--- src/rtl/dram_write_ctrl.sv ---
// Write-side bridge from the page packer to the MIG 7-series app_* interface.
// Each accepted page becomes one write command and one write-data beat; the
// two are handed off independently, each under its own ready.
module dram_write_ctrl #(
   parameter int MEM_IF_WIDTH = 128,
   parameter int ADX_WIDTH    = 27,
   parameter int ALIGN_BITS   = 3
) (
   input  logic                      clk,
   input  logic                      resetn,
   input  logic [MEM_IF_WIDTH-1:0]   dram_data,
   input  logic [ADX_WIDTH-1:0]      dram_adx,
   input  logic                      write_req,
   output logic                      write_allowed,
   input  logic                      init_calib_complete,
   input  logic                      app_rdy,
   input  logic                      app_wdf_rdy,
   output logic                      app_en,
   output logic [2:0]                app_cmd,
   output logic [ADX_WIDTH-1:0]      app_addr,
   output logic [MEM_IF_WIDTH-1:0]   app_wdf_data,
   output logic                      app_wdf_wren,
   output logic                      app_wdf_end,
   output logic [MEM_IF_WIDTH/8-1:0] app_wdf_mask,
   output logic                      busy,
   output logic [31:0]               write_count,
   output logic                      overflow_err,
   output logic                      align_err
);

   typedef enum logic {
      IDLE  = 1'b0,
      ISSUE = 1'b1
   } state_t;

   state_t                  state_q, state_d;
   logic                    cmd_pend_q, cmd_pend_d;
   logic                    data_pend_q, data_pend_d;
   logic [ADX_WIDTH-1:0]    addr_q, addr_d;
   logic [MEM_IF_WIDTH-1:0] data_q, data_d;
   logic [31:0]             count_q, count_d;
   logic                    overflow_q, overflow_d;
   logic                    align_q, align_d;

   // Acceptance depends only on state and calibration, never on write_req.
   assign write_allowed = (state_q == IDLE) & init_calib_complete;

   assign app_en       = cmd_pend_q;
   assign app_cmd      = 3'b000;
   assign app_addr     = addr_q;
   assign app_wdf_data = data_q;
   assign app_wdf_wren = data_pend_q;
   assign app_wdf_end  = data_pend_q;
   assign app_wdf_mask = '0;
   assign busy         = (state_q == ISSUE);
   assign write_count  = count_q;
   assign overflow_err = overflow_q;
   assign align_err    = align_q;

   // Next-state: capture a page in IDLE, retire command and data independently in ISSUE.
   always_comb begin
      state_d     = state_q;
      cmd_pend_d  = cmd_pend_q;
      data_pend_d = data_pend_q;
      addr_d      = addr_q;
      data_d      = data_q;
      count_d     = count_q;
      overflow_d  = overflow_q | (write_req & ~write_allowed);
      align_d     = align_q;
      case (state_q)
         IDLE: begin
            if (write_req & write_allowed) begin
               addr_d      = dram_adx;
               data_d      = dram_data;
               cmd_pend_d  = 1'b1;
               data_pend_d = 1'b1;
               state_d     = ISSUE;
               // Misaligned addresses are flagged but still written as given.
               if (|dram_adx[ALIGN_BITS-1:0]) begin
                  align_d = 1'b1;
               end
            end
         end
         ISSUE: begin
            if (app_rdy) begin
               cmd_pend_d = 1'b0;
            end
            if (app_wdf_rdy) begin
               data_pend_d = 1'b0;
            end
            // The page is done once both halves have been taken by the MIG.
            if (!cmd_pend_d && !data_pend_d) begin
               state_d = IDLE;
               count_d = count_q + 32'd1;
            end
         end
         default: begin
            state_d = IDLE;
         end
      endcase
   end

   // State and holding registers; reset drops any page in flight.
   always_ff @(posedge clk or negedge resetn) begin
      if (!resetn) begin
         state_q     <= IDLE;
         cmd_pend_q  <= 1'b0;
         data_pend_q <= 1'b0;
         addr_q      <= '0;
         data_q      <= '0;
         count_q     <= '0;
         overflow_q  <= 1'b0;
         align_q     <= 1'b0;
      end else begin
         state_q     <= state_d;
         cmd_pend_q  <= cmd_pend_d;
         data_pend_q <= data_pend_d;
         addr_q      <= addr_d;
         data_q      <= data_d;
         count_q     <= count_d;
         overflow_q  <= overflow_d;
         align_q     <= align_d;
      end
   end

endmodule

--- config.mk ---
export PLATFORM = sky130hd
export DESIGN_NAME = dram_write_ctrl
export DESIGN_NICKNAME = d
export VERILOG_FILES = /design/src/rtl/dram_write_ctrl.sv
export SDC_FILE = /design/constraint.sdc
export NUM_CORES = 1
export LEC_CHECK = 0
export CAP_MARGIN = 40
export CELL_PAD_IN_SITES_DETAIL_PLACEMENT = 1
export CELL_PAD_IN_SITES_GLOBAL_PLACEMENT = 1
export CORE_ASPECT_RATIO = 0.7
export CORE_UTILIZATION = 26
export CTS_BUF_LIST = sky130_fd_sc_hd__clkbuf_4 sky130_fd_sc_hd__clkbuf_8 sky130_fd_sc_hd__clkbuf_16
export CTS_CLUSTER_SIZE = 10
export DETAILED_ROUTE_END_ITERATION = 10
export PLACE_DENSITY = 0.83
export SLEW_MARGIN = 20
export SYNTH_ARGS = -nofsm -noshare
export SYNTH_HDL_FRONTEND = slang
export SYNTH_SLANG_ARGS = --single-unit
--- constraint.sdc ---
create_clock -name clk -period 2 [get_ports clk]
set_input_delay 0.4 -clock clk [delete_from_list [all_inputs] [get_ports clk]]
set_output_delay 0.4 -clock clk [all_outputs]
set_load 0.02 [all_outputs]
==> results.rst <==
.. list-table::
   :header-rows: 1

   * - Metric
     - Value
   * - Combinational Power Share
     - 0.385
   * - Placeable core region
     - 28200 sq um
   * - Per-cell via count in the routed design
     - 4.354
   * - Worst setup path class
     - reg2out
   * - Share of synthesized area occupied by flip-flops and latches
     - 0.6337
   * - Worst Path Max Fanout
     - 6
   * - Max stage delay cell, worst path
     - clkdlybuf4s50_1
   * - Layout area overhead
     - 62.56%
   * - Root buffer cell
     - clkbuf_16
   * - Maximum Capacitance Violations
     - 0
   * - DR WL/cell
     - 16.18 um
   * - Synthesized area divided by synthesized cell count
     - 9.202 sq um
   * - Core occupancy in the finished layout
     - 0.4370
   * - Top cell types by occurrence after synthesis
     - nand2_1, dfrtp_1, clkbuf_1
   * - Residual overflow from global routing
     - 0
   * - Maximum buffer depth of the clock tree
     - 2
   * - Final number of max-transition violations
     - 0
   * - Flop and latch count out of synthesis
     - 192
   * - Internal cell power
     - 9.229 mW
   * - Post-Place Worst Slack
     - -0.2242 ns
   * - Crit path max-delay family
     - buffers and inverters
   * - Sum of routed wire length over all layers
     - 25510 um
   * - Number of levels in the clock H-tree
     - 4
   * - Slowest stage delay, CP
     - 0.65 ns
   * - Cell accounting for the most synthesized area
     - dfrtp_1
   * - First-pass GRT wire length
     - 38900 um
   * - Clock tree from TritonCTS
     - built
   * - Die height
     - 144.9 um
   * - # setup viols final
     - 0
   * - Synthesis warning total
     - 0
   * - Unique cell type count in the Yosys netlist
     - 30
   * - Starting density of the core
     - 0.2688
   * - WP data arrival
     - 1.53 ns
   * - Transition time of the tightest slew-check pin
     - 0.7897 ns
   * - Num CTS Buffers
     - 17
   * - Final cycle utilization of the critical path
     - 0.9670
   * - Hold Crit Class
     - reg2reg
   * - Antenna violations before repair
     - 1
   * - Total power after layout
     - 14.51 mW
   * - Post-Syn Area
     - 7582 sq um
   * - Combined global-route utilization of all metal layers
     - 0.1686
   * - Most common cell in the synthesized netlist
     - nand2_1
   * - Max Fclk
     - 517.1 MHz
   * - Static Leakage
     - 5.843 nW
   * - Category of the worst setup path capture point
     - output port
   * - Sum of buffers and inverters on the critical path
     - 1
   * - I/O pin count
     - 374
   * - Post-CTS Repair Setup Buffers
     - 0
   * - Category of the worst setup path launch point
     - flip-flop
   * - Total negative slack for setup checks
     - 0 ns
   * - Switching power of the nets
     - 5.278 mW
   * - Worst path required time
     - 1.60 ns
   * - First DRT Iteration DRCs
     - 269
   * - Die Width
     - 206.1 um
   * - Ranking of synthesized cells by area
     - dfrtp_1, nand2_1, xnor2_1, buf_4, clkbuf_1
   * - Switching share of total power
     - 0.3638
   * - Power per cell area
     - 1177 nW/um^2
   * - Weighted congestion reported at the end of routability-driven placement
     - 0.7729
   * - Part of the power in the clock network
     - 0.229
   * - Hold Fails Final Rpt
     - 0
   * - Post-place instance area
     - 11740 sq um
   * - EDFF count, synth
     - 0
   * - Tightest hold margin
     - 0.4745 ns
   * - Total die area
     - 29860 sq um
   * - Sequential group share of total power
     - 0.386
   * - Number of cells in the finished layout apart from fillers
     - 1577
   * - Primary FF master, synth
     - dfrtp_1
   * - Clock transition at the register clock pins on the worst setup and hold paths after CTS
     - 0.07 ns
   * - Cell count after synthesis
     - 824
   * - Clk_skew
     - 0.009989 ns
   * - Peak ir drop on the vdd network
     - 0.6002 mV
   * - Status
     - completed
   * - Pin count of the biggest net entering global routing
     - 60
   * - Share of Yosys cell area claimed by the top area cell type
     - 0.6337
   * - Post-layout nets
     - 1354
   * - Number of global-route vias before repair
     - 7235
   * - Flop2flop setup slack
     - 0.07 ns
   * - Series of cell instances along the critical path
     - clkdlybuf4s50_1
   * - Number of design rule violations left after detail routing
     - 0
   * - Number of optimization iterations in the first detailed-route pass
     - 4
   * - Number of nets with antenna violations after detailed routing
     - 0
   * - Share of synthesized flip-flops with an asynchronous set or reset
     - 1.000
   * - Post-layout instance area
     - 12330 sq um
   * - Setup ws final
     - 0.06602 ns
   * - Port bufs
     - 354
   * - Slew headroom
     - 0.4687
   * - Shortest period the worst path allows
     - 1.934 ns
   * - Vias
     - 6867
   * - Number of cells after detailed placement
     - 1543
   * - Setup repair after global routing missed its margin
     - no
   * - Clk Latency, worst-skew pair
     - 0.43 ns
   * - Layout cells sized above 1
     - 0.06556
   * - Sinks on the clock net
     - 192
   * - HPWL reported at the end of detailed placement
     - 19270 um
   * - FP Rows
     - 51
registers in the layout, indices dropped and copies added (netlist names):
signal and count:
app_en 1, overflow_err 1, app_addr 27, app_wdf_data 128, align_err 1, app_wdf_end 1
write_count 32, busy 1
worst register-to-register path, delay by kind of cell, from the launching register on:
| kind | cells | cell delay, ns |
|---|---|---|
| simple gates | 3 | 1.12 |
| flops | 1 | 0.36 |
| buf+inv | 1 | 0.20 |
| xor+xnor | 1 | 0.18 |
power groups by stage:
stage	clock network (mW)	logic, mW	registers [mW]
floorplan	0	1.16	6.92
global placement	0	5.52	5.60
detailed placement	0	5.64	5.67
CTS	3.45	5.67	5.61
global route	3.58	6.01	5.74
finish	3.32	5.59	5.60
repair_timing:
action / CTS / global route
endpoints found under the hold margin: 49 / 0
hold buffers: 1 / 0
setup endpoints to repair: 2 / 4
gates resized for setup: 2 / 4
per-layer routing:
layer	vias up	global-route usage	part of all wire
li1	3240	-	-
met1	3392	0.2053	0.42
met2	212	0.2810	0.49
met3	23	0.06359	0.079
met4	0	0.04180	0.012
met5	-	0	0
final cells by class:
cell class	instances	area, sq um
sequential	192	4811
tap	371	464.2
clock buffer	18	439.2
fill	3269	15880
multi-input combinational	589	2559
antenna	1	2.502
clock inverter	14	121.4
inverter	4	15.01
timing repair buffer	388	3914
cell usage in the layout, fill, tap and decap left out, types with 4 or more instances in the layout:
cell,n
nand2_1,480
buf_4,25
xnor2_1,20
inv_1,4
clkdlybuf4s50_1,348
dlymetal6s2s_1,4
inv_8,4
dfrtp_2,5
dfrtp_1,187
conb_1,19
nand3_1,10
xor2_1,10
buf_12,8
nand4_1,11
clkbuf_16,17
nor3_1,7
path summary, 6_finish.rpt:
kind / cells past startpoint / to / start
max: 1 / write_count[3] / write_count[3]
min: 2 / app_wdf_data[71] / app_wdf_data[71]
max reg2reg: 5 / write_count[27] / write_count[8]
min reg2reg: 2 / app_wdf_data[71] / app_wdf_data[71]
max in group asynchronous: 3 / app_addr[2] / resetn
min in group asynchronous: 2 / app_addr[16] / resetn
logic make-up (layout without fill, tap and decap cells):
| family | after synthesis | after routing | synth area share |
|---|---|---|---|
| other | 1 | 20 | 0.0004946 |
| buffers and inverters | 61 | 424 | 0.04026 |
| muxes | 1 | 1 | 0.001485 |
| adders and majority gates | 1 | 1 | 0.001650 |
| and+or+nand+nor | 532 | 532 | 0.2810 |
| DFF | 192 | 192 | 0.6337 |
| xor gates and xnor gates | 31 | 31 | 0.03680 |
| AOI/OAI and AO/OA | 5 | 5 | 0.004619 |
No activity file was read; power rests on OpenSTA's default activity.
